==> config.mk <==
export PLATFORM = sky130hd
export DESIGN_NAME = axi4l_param_loader_flat
export DESIGN_NICKNAME = d
export VERILOG_FILES = /design/src/rtl/axi4l_param_loader_if.sv /design/src/rtl/axi4l_param_loader.sv /design/src/flat_wrapper.sv
export SDC_FILE = /design/constraint.sdc
export NUM_CORES = 1
export LEC_CHECK = 0
export CAP_MARGIN = 0
export CORE_UTILIZATION = 42
export DETAILED_ROUTE_END_ITERATION = 8
export PLACE_DENSITY = 0.86
export SLEW_MARGIN = 20
export SYNTH_ARGS = -nofsm -noshare
export SYNTH_HDL_FRONTEND = slang
export SYNTH_SLANG_ARGS = --single-unit
==> constraint.sdc <==
create_clock -name s_axi_aclk -period 4.8 [get_ports s_axi_aclk]
set_input_delay 0.96 -clock s_axi_aclk [delete_from_list [all_inputs] [get_ports s_axi_aclk]]
set_output_delay 0.96 -clock s_axi_aclk [all_outputs]
set_load 0.1 [all_outputs]
==> src/rtl/axi4l_param_loader_if.sv <==
// AXI4-Lite bus between the parameter loader (master) and the aligner register slave.
// Carries the five AXI4-Lite channels only; clock and reset stay plain ports.
// The master modport drives AW/W/AR payloads and valids plus B/R readies.
interface axi4l_param_loader_if #(
  parameter int ADDR_W = 8
) ();

  // Write address channel
  logic [ADDR_W-1:0] m_axi_awaddr;
  logic [2:0]        m_axi_awprot;
  logic              m_axi_awvalid;
  logic              m_axi_awready;

  // Write data channel
  logic [31:0]       m_axi_wdata;
  logic [3:0]        m_axi_wstrb;
  logic              m_axi_wvalid;
  logic              m_axi_wready;

  // Write response channel
  logic [1:0]        m_axi_bresp;
  logic              m_axi_bvalid;
  logic              m_axi_bready;

  // Read address channel
  logic [ADDR_W-1:0] m_axi_araddr;
  logic [2:0]        m_axi_arprot;
  logic              m_axi_arvalid;
  logic              m_axi_arready;

  // Read data channel
  logic [31:0]       m_axi_rdata;
  logic [1:0]        m_axi_rresp;
  logic              m_axi_rvalid;
  logic              m_axi_rready;

  modport master (
    output m_axi_awaddr, m_axi_awprot, m_axi_awvalid,
    input  m_axi_awready,
    output m_axi_wdata, m_axi_wstrb, m_axi_wvalid,
    input  m_axi_wready,
    input  m_axi_bresp, m_axi_bvalid,
    output m_axi_bready,
    output m_axi_araddr, m_axi_arprot, m_axi_arvalid,
    input  m_axi_arready,
    input  m_axi_rdata, m_axi_rresp, m_axi_rvalid,
    output m_axi_rready
  );

  modport slave (
    input  m_axi_awaddr, m_axi_awprot, m_axi_awvalid,
    output m_axi_awready,
    input  m_axi_wdata, m_axi_wstrb, m_axi_wvalid,
    output m_axi_wready,
    output m_axi_bresp, m_axi_bvalid,
    input  m_axi_bready,
    input  m_axi_araddr, m_axi_arprot, m_axi_arvalid,
    output m_axi_arready,
    output m_axi_rdata, m_axi_rresp, m_axi_rvalid,
    input  m_axi_rready
  );

endinterface

==> src/rtl/axi4l_param_loader.sv <==
// AXI4-Lite master turning a command stream into single register writes/reads, one at a time.
// Latency: command acceptance to rsp_valid is 3 cycles against a zero-wait slave (write or read).
// Backpressure: cmd_ready only in IDLE; the response is held until rsp_ready.
// Optional readback verify of every OKAY write is enabled by defining PARAM_LOADER_VERIFY_EN.
module axi4l_param_loader #(
  parameter int ADDR_W  = 8,
  parameter int TIMEOUT = 1024
) (
  input  logic                s_axi_aclk,
  input  logic                rst,
  // command stream
  input  logic                cmd_valid,
  output logic                cmd_ready,
  input  logic                cmd_wr,
  input  logic [ADDR_W-1:0]   cmd_addr,
  input  logic [31:0]         cmd_data,
  input  logic [31:0]         cmd_vmask,
  // response stream
  output logic                rsp_valid,
  input  logic                rsp_ready,
  output logic [31:0]         rsp_data,
  output logic [2:0]          rsp_err,
  // status
  output logic                busy,
  output logic                timeout_flag,
  // AXI4-Lite master bus
  axi4l_param_loader_if.master m_axi
);

  // TIMEOUT >= 2, so TIMEOUT-1 always fits in CNT_W bits.
  localparam int CNT_W = $clog2(TIMEOUT);
  localparam logic [CNT_W-1:0] TMO_LAST = CNT_W'(TIMEOUT - 1);

  typedef enum logic [2:0] {
    S_IDLE = 3'd0,
    S_WA   = 3'd1,
    S_WB   = 3'd2,
    S_RA   = 3'd3,
    S_RD   = 3'd4,
    S_RSP  = 3'd5
`ifdef PARAM_LOADER_VERIFY_EN
    ,
    S_VRA  = 3'd6,
    S_VRD  = 3'd7
`endif
  } state_t;

  state_t            r_state;
  state_t            w_state_nxt;

  // registered outputs and captured command
  logic              r_awvalid, w_awvalid_nxt;
  logic              r_wvalid,  w_wvalid_nxt;
  logic              r_bready,  w_bready_nxt;
  logic              r_arvalid, w_arvalid_nxt;
  logic              r_rready,  w_rready_nxt;
  logic [ADDR_W-1:0] r_addr,    w_addr_nxt;
  logic [31:0]       r_wdata,   w_wdata_nxt;
  logic              r_rsp_valid, w_rsp_valid_nxt;
  logic [31:0]       r_rsp_data,  w_rsp_data_nxt;
  logic [2:0]        r_rsp_err,   w_rsp_err_nxt;
  logic              r_tmo_flag,  w_tmo_flag_nxt;
  logic [CNT_W-1:0]  r_tcnt;

`ifdef PARAM_LOADER_VERIFY_EN
  logic [31:0]       r_vmask, w_vmask_nxt;
  logic              w_verify_mis;
`else
  // The compare mask only matters for readback verify.
  logic              w_unused_vmask;
  assign w_unused_vmask = ^cmd_vmask;
`endif

  logic              w_accept;
  logic              w_aw_done;
  logic              w_w_done;
  logic              w_wait;
  logic              w_done;
  logic              w_tmo;
  logic              w_abort;
  logic              w_bresp_ok;

  assign cmd_ready = (r_state == S_IDLE) & ~rst;
  assign w_accept  = cmd_valid & cmd_ready;

  // A write channel is finished once its valid has dropped or handshakes this cycle.
  assign w_aw_done  = ~r_awvalid | m_axi.m_axi_awready;
  assign w_w_done   = ~r_wvalid  | m_axi.m_axi_wready;
  assign w_bresp_ok = (m_axi.m_axi_bresp == 2'b00);

`ifdef PARAM_LOADER_VERIFY_EN
  assign w_verify_mis = |((m_axi.m_axi_rdata ^ r_wdata) & r_vmask);
`endif

  // Classify the current state: is it waiting on the slave, and does the slave finish it now.
  always_comb begin
    w_wait = 1'b0;
    w_done = 1'b0;
    case (r_state)
      S_WA: begin
        w_wait = 1'b1;
        w_done = w_aw_done & w_w_done;
      end
      S_WB: begin
        w_wait = 1'b1;
        w_done = m_axi.m_axi_bvalid;
      end
`ifdef PARAM_LOADER_VERIFY_EN
      S_RA, S_VRA: begin
`else
      S_RA: begin
`endif
        w_wait = 1'b1;
        w_done = m_axi.m_axi_arready;
      end
`ifdef PARAM_LOADER_VERIFY_EN
      S_RD, S_VRD: begin
`else
      S_RD: begin
`endif
        w_wait = 1'b1;
        w_done = m_axi.m_axi_rvalid;
      end
      default: begin
        w_wait = 1'b0;
        w_done = 1'b0;
      end
    endcase
  end

  // A slave that completes in the last allowed cycle still wins over the timeout.
  assign w_tmo   = w_wait & (r_tcnt == TMO_LAST);
  assign w_abort = w_tmo & ~w_done;

  // Next-state decode.
  always_comb begin
    w_state_nxt = r_state;
    case (r_state)
      S_IDLE: if (w_accept) w_state_nxt = cmd_wr ? S_WA : S_RA;
      S_WA: begin
        if (w_abort)     w_state_nxt = S_RSP;
        else if (w_done) w_state_nxt = S_WB;
      end
      S_WB: begin
        if (w_abort) w_state_nxt = S_RSP;
`ifdef PARAM_LOADER_VERIFY_EN
        else if (w_done) w_state_nxt = w_bresp_ok ? S_VRA : S_RSP;
`else
        else if (w_done) w_state_nxt = S_RSP;
`endif
      end
      S_RA: begin
        if (w_abort)     w_state_nxt = S_RSP;
        else if (w_done) w_state_nxt = S_RD;
      end
      S_RD: begin
        if (w_abort)     w_state_nxt = S_RSP;
        else if (w_done) w_state_nxt = S_RSP;
      end
`ifdef PARAM_LOADER_VERIFY_EN
      S_VRA: begin
        if (w_abort)     w_state_nxt = S_RSP;
        else if (w_done) w_state_nxt = S_VRD;
      end
      S_VRD: begin
        if (w_abort)     w_state_nxt = S_RSP;
        else if (w_done) w_state_nxt = S_RSP;
      end
`endif
      S_RSP: if (rsp_ready) w_state_nxt = S_IDLE;
      default: w_state_nxt = S_IDLE;
    endcase
  end

  // Next values of the registered bus/response outputs, decided by state and slave handshakes.
  always_comb begin
    w_awvalid_nxt   = r_awvalid;
    w_wvalid_nxt    = r_wvalid;
    w_bready_nxt    = r_bready;
    w_arvalid_nxt   = r_arvalid;
    w_rready_nxt    = r_rready;
    w_addr_nxt      = r_addr;
    w_wdata_nxt     = r_wdata;
    w_rsp_valid_nxt = r_rsp_valid;
    w_rsp_data_nxt  = r_rsp_data;
    w_rsp_err_nxt   = r_rsp_err;
    w_tmo_flag_nxt  = r_tmo_flag;
`ifdef PARAM_LOADER_VERIFY_EN
    w_vmask_nxt     = r_vmask;
`endif
    case (r_state)
      S_IDLE: begin
        if (w_accept) begin
          w_addr_nxt     = {cmd_addr[ADDR_W-1:2], 2'b00};
          w_wdata_nxt    = cmd_data;
          w_rsp_data_nxt = 32'h0;
          w_rsp_err_nxt  = 3'b000;
          w_awvalid_nxt  = cmd_wr;
          w_wvalid_nxt   = cmd_wr;
          w_arvalid_nxt  = ~cmd_wr;
`ifdef PARAM_LOADER_VERIFY_EN
          w_vmask_nxt    = cmd_vmask;
`endif
        end
      end
      S_WA: begin
        if (m_axi.m_axi_awready) w_awvalid_nxt = 1'b0;
        if (m_axi.m_axi_wready)  w_wvalid_nxt  = 1'b0;
        if (w_done)              w_bready_nxt  = 1'b1;
      end
      S_WB: begin
        if (m_axi.m_axi_bvalid) begin
          w_bready_nxt     = 1'b0;
          w_rsp_err_nxt[0] = ~w_bresp_ok;
`ifdef PARAM_LOADER_VERIFY_EN
          if (w_bresp_ok) w_arvalid_nxt   = 1'b1;
          else            w_rsp_valid_nxt = 1'b1;
`else
          w_rsp_valid_nxt  = 1'b1;
`endif
        end
      end
`ifdef PARAM_LOADER_VERIFY_EN
      S_RA, S_VRA: begin
`else
      S_RA: begin
`endif
        if (m_axi.m_axi_arready) begin
          w_arvalid_nxt = 1'b0;
          w_rready_nxt  = 1'b1;
        end
      end
      S_RD: begin
        if (m_axi.m_axi_rvalid) begin
          w_rready_nxt     = 1'b0;
          w_rsp_data_nxt   = m_axi.m_axi_rdata;
          w_rsp_err_nxt[0] = (m_axi.m_axi_rresp != 2'b00);
          w_rsp_valid_nxt  = 1'b1;
        end
      end
`ifdef PARAM_LOADER_VERIFY_EN
      S_VRD: begin
        if (m_axi.m_axi_rvalid) begin
          w_rready_nxt     = 1'b0;
          w_rsp_data_nxt   = m_axi.m_axi_rdata;
          w_rsp_err_nxt[0] = r_rsp_err[0] | (m_axi.m_axi_rresp != 2'b00);
          w_rsp_err_nxt[2] = w_verify_mis;
          w_rsp_valid_nxt  = 1'b1;
        end
      end
`endif
      S_RSP: begin
        if (rsp_ready) w_rsp_valid_nxt = 1'b0;
      end
      default: begin
        w_rsp_valid_nxt = r_rsp_valid;
      end
    endcase
    // Timeout abandons the bus: everything released, error reported, flag latched.
    if (w_abort) begin
      w_awvalid_nxt    = 1'b0;
      w_wvalid_nxt     = 1'b0;
      w_bready_nxt     = 1'b0;
      w_arvalid_nxt    = 1'b0;
      w_rready_nxt     = 1'b0;
      w_rsp_err_nxt[1] = 1'b1;
      w_rsp_valid_nxt  = 1'b1;
      w_tmo_flag_nxt   = 1'b1;
    end
  end

  // State, output and timeout-counter registers with synchronous reset.
  always_ff @(posedge s_axi_aclk) begin
    if (rst) begin
      r_state     <= S_IDLE;
      r_awvalid   <= 1'b0;
      r_wvalid    <= 1'b0;
      r_bready    <= 1'b0;
      r_arvalid   <= 1'b0;
      r_rready    <= 1'b0;
      r_addr      <= '0;
      r_wdata     <= 32'h0;
      r_rsp_valid <= 1'b0;
      r_rsp_data  <= 32'h0;
      r_rsp_err   <= 3'b000;
      r_tmo_flag  <= 1'b0;
      r_tcnt      <= '0;
`ifdef PARAM_LOADER_VERIFY_EN
      r_vmask     <= 32'h0;
`endif
    end else begin
      r_state     <= w_state_nxt;
      r_awvalid   <= w_awvalid_nxt;
      r_wvalid    <= w_wvalid_nxt;
      r_bready    <= w_bready_nxt;
      r_arvalid   <= w_arvalid_nxt;
      r_rready    <= w_rready_nxt;
      r_addr      <= w_addr_nxt;
      r_wdata     <= w_wdata_nxt;
      r_rsp_valid <= w_rsp_valid_nxt;
      r_rsp_data  <= w_rsp_data_nxt;
      r_rsp_err   <= w_rsp_err_nxt;
      r_tmo_flag  <= w_tmo_flag_nxt;
`ifdef PARAM_LOADER_VERIFY_EN
      r_vmask     <= w_vmask_nxt;
`endif
      // Counter restarts on every state change, so it measures time spent in the current wait.
      if (w_state_nxt != r_state) r_tcnt <= '0;
      else if (w_wait)            r_tcnt <= r_tcnt + 1'b1;
    end
  end

  assign m_axi.m_axi_awaddr  = r_addr;
  assign m_axi.m_axi_awprot  = 3'b000;
  assign m_axi.m_axi_awvalid = r_awvalid;
  assign m_axi.m_axi_wdata   = r_wdata;
  assign m_axi.m_axi_wstrb   = 4'hF;
  assign m_axi.m_axi_wvalid  = r_wvalid;
  assign m_axi.m_axi_bready  = r_bready;
  assign m_axi.m_axi_araddr  = r_addr;
  assign m_axi.m_axi_arprot  = 3'b000;
  assign m_axi.m_axi_arvalid = r_arvalid;
  assign m_axi.m_axi_rready  = r_rready;

  assign rsp_valid    = r_rsp_valid;
  assign rsp_data     = r_rsp_data;
  assign rsp_err      = r_rsp_err;
  assign busy         = (r_state != S_IDLE);
  assign timeout_flag = r_tmo_flag;

endmodule
==> src/flat_wrapper.sv <==
// flat-port wrapper written by rule: the top's interface ports become plain ports
module axi4l_param_loader_flat 
#(
  parameter int ADDR_W  = 8,
  parameter int TIMEOUT = 1024
)
  (s_axi_aclk, rst, cmd_valid, cmd_ready, cmd_wr, cmd_addr, cmd_data, cmd_vmask, rsp_valid, rsp_ready, rsp_data, rsp_err, busy, timeout_flag, m_axi_m_axi_awaddr, m_axi_m_axi_awprot, m_axi_m_axi_awvalid, m_axi_m_axi_awready, m_axi_m_axi_wdata, m_axi_m_axi_wstrb, m_axi_m_axi_wvalid, m_axi_m_axi_wready, m_axi_m_axi_bresp, m_axi_m_axi_bvalid, m_axi_m_axi_bready, m_axi_m_axi_araddr, m_axi_m_axi_arprot, m_axi_m_axi_arvalid, m_axi_m_axi_arready, m_axi_m_axi_rdata, m_axi_m_axi_rresp, m_axi_m_axi_rvalid, m_axi_m_axi_rready);
  axi4l_param_loader_if #(.ADDR_W(ADDR_W)) m_axi_i ();
  input  logic s_axi_aclk;
  input  logic rst;
  input  logic cmd_valid;
  output logic cmd_ready;
  input  logic cmd_wr;
  input  logic [ADDR_W-1:0] cmd_addr;
  input  logic [31:0] cmd_data;
  input  logic [31:0] cmd_vmask;
  output logic rsp_valid;
  input  logic rsp_ready;
  output logic [31:0] rsp_data;
  output logic [2:0] rsp_err;
  output logic busy;
  output logic timeout_flag;
  output wire logic [$bits(m_axi_i.m_axi_awaddr)-1:0] m_axi_m_axi_awaddr;
  output wire logic [$bits(m_axi_i.m_axi_awprot)-1:0] m_axi_m_axi_awprot;
  output wire logic [$bits(m_axi_i.m_axi_awvalid)-1:0] m_axi_m_axi_awvalid;
  input wire logic [$bits(m_axi_i.m_axi_awready)-1:0] m_axi_m_axi_awready;
  output wire logic [$bits(m_axi_i.m_axi_wdata)-1:0] m_axi_m_axi_wdata;
  output wire logic [$bits(m_axi_i.m_axi_wstrb)-1:0] m_axi_m_axi_wstrb;
  output wire logic [$bits(m_axi_i.m_axi_wvalid)-1:0] m_axi_m_axi_wvalid;
  input wire logic [$bits(m_axi_i.m_axi_wready)-1:0] m_axi_m_axi_wready;
  input wire logic [$bits(m_axi_i.m_axi_bresp)-1:0] m_axi_m_axi_bresp;
  input wire logic [$bits(m_axi_i.m_axi_bvalid)-1:0] m_axi_m_axi_bvalid;
  output wire logic [$bits(m_axi_i.m_axi_bready)-1:0] m_axi_m_axi_bready;
  output wire logic [$bits(m_axi_i.m_axi_araddr)-1:0] m_axi_m_axi_araddr;
  output wire logic [$bits(m_axi_i.m_axi_arprot)-1:0] m_axi_m_axi_arprot;
  output wire logic [$bits(m_axi_i.m_axi_arvalid)-1:0] m_axi_m_axi_arvalid;
  input wire logic [$bits(m_axi_i.m_axi_arready)-1:0] m_axi_m_axi_arready;
  input wire logic [$bits(m_axi_i.m_axi_rdata)-1:0] m_axi_m_axi_rdata;
  input wire logic [$bits(m_axi_i.m_axi_rresp)-1:0] m_axi_m_axi_rresp;
  input wire logic [$bits(m_axi_i.m_axi_rvalid)-1:0] m_axi_m_axi_rvalid;
  output wire logic [$bits(m_axi_i.m_axi_rready)-1:0] m_axi_m_axi_rready;
  assign m_axi_m_axi_awaddr = m_axi_i.m_axi_awaddr;
  assign m_axi_m_axi_awprot = m_axi_i.m_axi_awprot;
  assign m_axi_m_axi_awvalid = m_axi_i.m_axi_awvalid;
  assign m_axi_i.m_axi_awready = m_axi_m_axi_awready;
  assign m_axi_m_axi_wdata = m_axi_i.m_axi_wdata;
  assign m_axi_m_axi_wstrb = m_axi_i.m_axi_wstrb;
  assign m_axi_m_axi_wvalid = m_axi_i.m_axi_wvalid;
  assign m_axi_i.m_axi_wready = m_axi_m_axi_wready;
  assign m_axi_i.m_axi_bresp = m_axi_m_axi_bresp;
  assign m_axi_i.m_axi_bvalid = m_axi_m_axi_bvalid;
  assign m_axi_m_axi_bready = m_axi_i.m_axi_bready;
  assign m_axi_m_axi_araddr = m_axi_i.m_axi_araddr;
  assign m_axi_m_axi_arprot = m_axi_i.m_axi_arprot;
  assign m_axi_m_axi_arvalid = m_axi_i.m_axi_arvalid;
  assign m_axi_i.m_axi_arready = m_axi_m_axi_arready;
  assign m_axi_i.m_axi_rdata = m_axi_m_axi_rdata;
  assign m_axi_i.m_axi_rresp = m_axi_m_axi_rresp;
  assign m_axi_i.m_axi_rvalid = m_axi_m_axi_rvalid;
  assign m_axi_m_axi_rready = m_axi_i.m_axi_rready;
  axi4l_param_loader #(.ADDR_W(ADDR_W), .TIMEOUT(TIMEOUT)) u_core (.s_axi_aclk(s_axi_aclk), .rst(rst), .cmd_valid(cmd_valid), .cmd_ready(cmd_ready), .cmd_wr(cmd_wr), .cmd_addr(cmd_addr), .cmd_data(cmd_data), .cmd_vmask(cmd_vmask), .rsp_valid(rsp_valid), .rsp_ready(rsp_ready), .rsp_data(rsp_data), .rsp_err(rsp_err), .busy(busy), .timeout_flag(timeout_flag), .m_axi(m_axi_i));
endmodule
* After elaboration in Yosys (flattened, before gate mapping)
Cells that the tools add are included.
Cells by class: add/subtract/negate cells 1, equal/unequal tests 17, muxes and demuxes 40, bitwise operators 13, reductions and logical operators 27
Operator list (count):
- 32-bit 2-to-1 mux | 2
- 32-bit case mux with 2 select lines | 1
- 3-bit 2-to-1 mux | 8
- 1-bit 2-to-1 mux | 18
- 3-bit AND reduction | 6
- 2-bit nonzero test | 8
- 3-bit case mux with 5 select lines | 1
- 10-bit by 1-bit adder with 10-bit output, second input constant | 1
- 10-bit equality test, second input constant | 1
- 2-bit inequality test, second input constant | 5
- 1-bit case mux with 2 select lines | 5
- 3-bit by 2-bit inequality test with 1-bit output, second input constant | 3
- 4-bit AND reduction | 2
- 3-bit by 2-bit equality test with 1-bit output, second input constant | 2
- 3-bit equality test, second input constant | 2
- 1-bit NOT | 6
- 1-bit case mux with 3 select lines | 2
- 3-bit nonzero test | 2
- 2-bit OR reduction | 3
- 1-bit bitwise AND | 5
- 2-bit 2-to-1 mux | 2
- 2-bit by 1-bit inequality test with 1-bit output, second input constant | 2
- 1-bit case mux with 4 select lines | 1
- 2-bit AND reduction | 2
- 7 further kinds | 8
Word-level totals: bits in registers 92, bits of input ports 118, word-level logic and storage cells 112

* Depth between registers and ports, before layout
depth after elaboration 10, mapped depth 9, mapped depth without buffers 7

* Least setup slack after synthesis
Ideal clock, no wire load.
path kind input port to flip-flop, start point input rst, end point register u_core.r_tcnt[2], arrival 3.836 ns, path slack 0.846 ns, stages 8, cell sequence clkbuf_1 -> nor4_2 -> nand2_1 -> clkbuf_1 -> a21oi_1 -> o31ai_4 -> nand3_1 -> nor2_1
Between the ends: word-level cells in the longest chain between the ends 7
RTL lines:
- start, declared | RTL line flat_wrapper.sv:10 | input logic rst;
- 1-bit NOT | RTL line axi4l_param_loader.sv:83 | assign cmd_ready = (r_state == S_IDLE) & ~rst;
- 1-bit bitwise AND | RTL line axi4l_param_loader.sv:83
- named net cmd_ready | RTL line flat_wrapper.sv:12 | output logic cmd_ready;
- 1-bit bitwise AND | RTL line axi4l_param_loader.sv:84 | assign w_accept = cmd_valid & cmd_ready;
- 3-bit 2-to-1 mux | RTL line axi4l_param_loader.sv:139 | S_IDLE: if (w_accept) w_state_nxt = cmd_wr ? S_WA : S_RA;
- 3-bit case mux with 5 select lines | RTL line axi4l_param_loader.sv:138 | case (r_state)
- 3-bit inequality test | RTL line axi4l_param_loader.sv:308 | if (w_state_nxt != r_state) r_tcnt <= '0;
- 2-bit OR reduction (no source line)
- end signal, assigned | RTL line axi4l_param_loader.sv:309 | else if (w_wait) r_tcnt <= r_tcnt + 1'b1;
- end, declared | RTL line axi4l_param_loader.sv:63 | logic [CNT_W-1:0] r_tcnt;
The timed path passes the listed nets, and every way through them passes these cells. A chain may end at the register's enable or synchronous reset.

* Worst setup path after layout
start point register u_core.r_state[2], end point output busy
Between the ends: word-level cells in the longest chain between the ends 1
RTL lines:
- start, declared | RTL line axi4l_param_loader.sv:48 | state_t r_state;
- start signal, assigned | RTL line axi4l_param_loader.sv:292 | r_state <= w_state_nxt;
- 3-bit nonzero test | RTL line axi4l_param_loader.sv:328 | assign busy = (r_state != S_IDLE);
- end, declared | RTL line flat_wrapper.sv:21 | output logic busy;
Every way passes these cells.

==> metrics.csv <==
stage;metric;value;unit
floorplanning;num_rows;35;
synthesis;synth_cells;488;
final_layout;diodes;0;
global_route;antenna_found_initial;0;
floorplanning;fp.dieH;99.5;um
final_layout;final_cell_mix;clkdlybuf4s50_1, nand2_1, dfxtp_1;
power;ir_drop;279;uV
final_layout;synthToLayoutAreaGrowth;46.1;%
sta;finClkSkew;0.00927;ns
cts;numCtsBuffers;9;
setup_path;r2r_end;u_core.rsp_data[27];
routing;ant_nets;0;
setup_path;cp_max_fo;19;
setup_path;cp_data_arrival_time;2.48;ns
setup_path;rrSetupSlack;2.17;ns
global_route;grt_max_degree;80;
power;pwr-share-clk;0.256;
placement;place_congestion;0.801;
final_layout;final_nets;751;
floorplanning;die_w;99.5;um
setup_path;cp.required;3.84;ns
cts;cts.reportedPaths.clkPinSlew;0.08;ns
synthesis;yosys_register_bits;92;
setup_path;r2r-start;u_core.r_state[2];
routing;viasPerCell;4.92;
floorplanning;die_area;0.00990;mm2
global_route;grt_pass1_vias;3675;
sta;drv_slew;0;
synthesis;synthArstFlopShare;0;
synthesis;synth_area;0.00399;mm2
cts;cts.path.max_buffers;2;
power;p_sw;815;uW
sta;fin_hold_ws;0.453;ns
final_layout;drive_gt1_frac;0.0644;
cts;clock_sinks;92;
cts;cts_max_level;3;
cts;postCtsSetupBuffers;0;
setup_path;cp-end-kind;output port;
power;leakagePower;0.00218;uW
sta;worst_slew_pin_slew;1.05;ns
power;sw_frac_of_total;0.395;
placement;placed_cell_area;0.00563;mm2
routing;drt-total-wl;10500;um
final_layout;utilization;0.631;
sta;clock.fmax;0.291;GHz
sta;finalCritPeriodShare;0.716;
cts;postCtsHoldBufs;0;
power;p_comb_frac;0.340;
floorplanning;pin_count;220;
synthesis;synth.distinct_cells;51;
cts;cts_root_buffer;clkbuf_8;
setup_path;startpoint;u_core.r_state[2];
routing;drc;0;
power;power_density;354;mW/mm2
routing;vias;3766;
cts;ctsResizeCount;0;
placement;numPortBuffers;170;
final_layout;final_area;0.00583;mm2
setup_path;critPathLaunchType;flip-flop;
sta;setup_tns;0;ns
routing;avgRoutedWirePerCell;13.7;um
global_route;grt_use_total;0.216;
floorplanning;start_util;0.432;
cts;clock_latency;0.36;ns
sta;setup_violations;0;
synthesis;avgSynthCellArea;8.18;um2
worst_hold_path;min_path_type;reg -> reg;
power;pwr-share-seq;0.404;
placement;pre_cts_ws;1.77;ns
setup_path;ff2ff_path_depth;6;
cts;cts_tree;built;
power;p_int;1250;uW
global_route;overflow;0;
sta;hold_violations;0;
routing;drtPass1Iterations;4;
floorplanning;core;0.00924;mm2
synthesis;seq_area_frac_synth;0.461;
setup_path;crit_type;reg -> out;
routing;drt_iter0_drc;138;
placement;hpwl;7490;um
sta;final.min_clock_period;3.44;ns
sta;rsz0062_at_grt;no;
final_layout;final_common_cell;clkdlybuf4s50_1;
global_route;grt_pass1_wl;17100;um
setup_path;crit_end;busy;
synthesis;synth-edff-count;0;
run_status;status;finished, final reports clean;
synthesis;yosys_warnings;0;
job;drv_cap;0;
synthesis;ys.flop_type;dfxtp_1;
sta;setup_ws;1.36;ns
sta;slew_headroom;0.300;
[cells by family after synthesis]
| logic type | synth area share |
|---|---|
| buffers and inverters | 0.0809 |
| xor gates and xnor gates | 0.0198 |
| other | 0.00188 |
| AOI/OAI and AO/OA | 0.0991 |
| DFF | 0.461 |
| adders and majority gates | 0.00313 |
| and+or+nand+nor | 0.323 |
| muxes | 0.0107 |
[stage by stage]
stage	std cells	power (uW)
finish	766	2070
global route	766	2150
CTS	766	2090
detailed placement	750	1550
global placement	750	1550
floorplan	501	1380
[final cells by class]
class                      instances  area (um2)
fill                             782        3410
multi-input combinational        350        1880
sequential                        92        1840
timing repair buffer             175        1730
tap                              129         161
clock buffer                      11         141
clock inverter                     5        60.1
inverter                           4        15.0
[synth_stat cells (3+ instances only)]
library cell / n / area, um2
or3_1: 4 / 25.0
a21oi_1: 44 / 220
clkbuf_1: 22 / 82.6
nand2_1: 123 / 462
nor2b_1: 3 / 18.8
nand3b_1: 40 / 300
dfxtp_1: 92 / 1840
xnor2_1: 6 / 52.6
buf_2: 9 / 45.0
nand2b_1: 3 / 18.8
o21ai_0: 8 / 40.0
nand3_1: 39 / 195
nor2_1: 23 / 86.3
xor2_1: 3 / 26.3
inv_1: 3 / 11.3
buf_4: 22 / 165
[per-layer routing]
layer,vias to the layer above,part of all wire,GRT usage
li1,1883,-,-
met1,1701,0.40,0.247
met2,166,0.48,0.371
met3,16,0.098,0.0759
met4,0,0.020,0.0781
met5,-,0,0
[power groups by stage]
stage               combinational [uW]  sequential (uW)  clock, uW
CTS                                704              835        547
global placement                   696              849          0
global route                       733              841        580
finish                             702              835        529
floorplan                          275             1110          0
detailed placement                 702              852          0
[flip-flops by register name, summed over array words and instances, names as in the netlist]
name / count
u_core.m_axi.m_axi_wdata: 32
u_core.rsp_data: 32
u_core.r_tcnt: 10
u_core.m_axi.m_axi_araddr: 6
u_core.r_state: 3
u_core.rsp_err: 2
u_core.m_axi.m_axi_arvalid: 1
u_core.m_axi.m_axi_awvalid: 1
u_core.m_axi.m_axi_bready: 1
u_core.m_axi.m_axi_rready: 1
u_core.m_axi.m_axi_wvalid: 1
u_core.rsp_valid: 1
u_core.timeout_flag: 1
[critical path, cell delays in order, from the launching register on]
cell and delay (ns):
dfxtp_1 0.72, or3_1 0.26, clkdlybuf4s50_1 1.15
[worst min path at each step]
| stage | from | to | slack (ns) | cells past startpoint |
|---|---|---|---|---|
| global placement | u_core.rsp_data[11] | u_core.rsp_data[11] | 0.44 | 2 |
| detailed placement | u_core.rsp_data[23] | u_core.rsp_data[23] | 0.45 | 2 |
| global route | u_core.rsp_data[8] | u_core.rsp_data[8] | 0.47 | 2 |
| finish | u_core.rsp_data[23] | u_core.rsp_data[23] | 0.45 | 2 |
| floorplan | u_core.r_tcnt[9] | u_core.r_tcnt[9] | 0.48 | 2 |
| CTS | u_core.rsp_data[20] | u_core.rsp_data[20] | 0.46 | 2 |
Note: power is estimated with default switching activity, not from simulation.
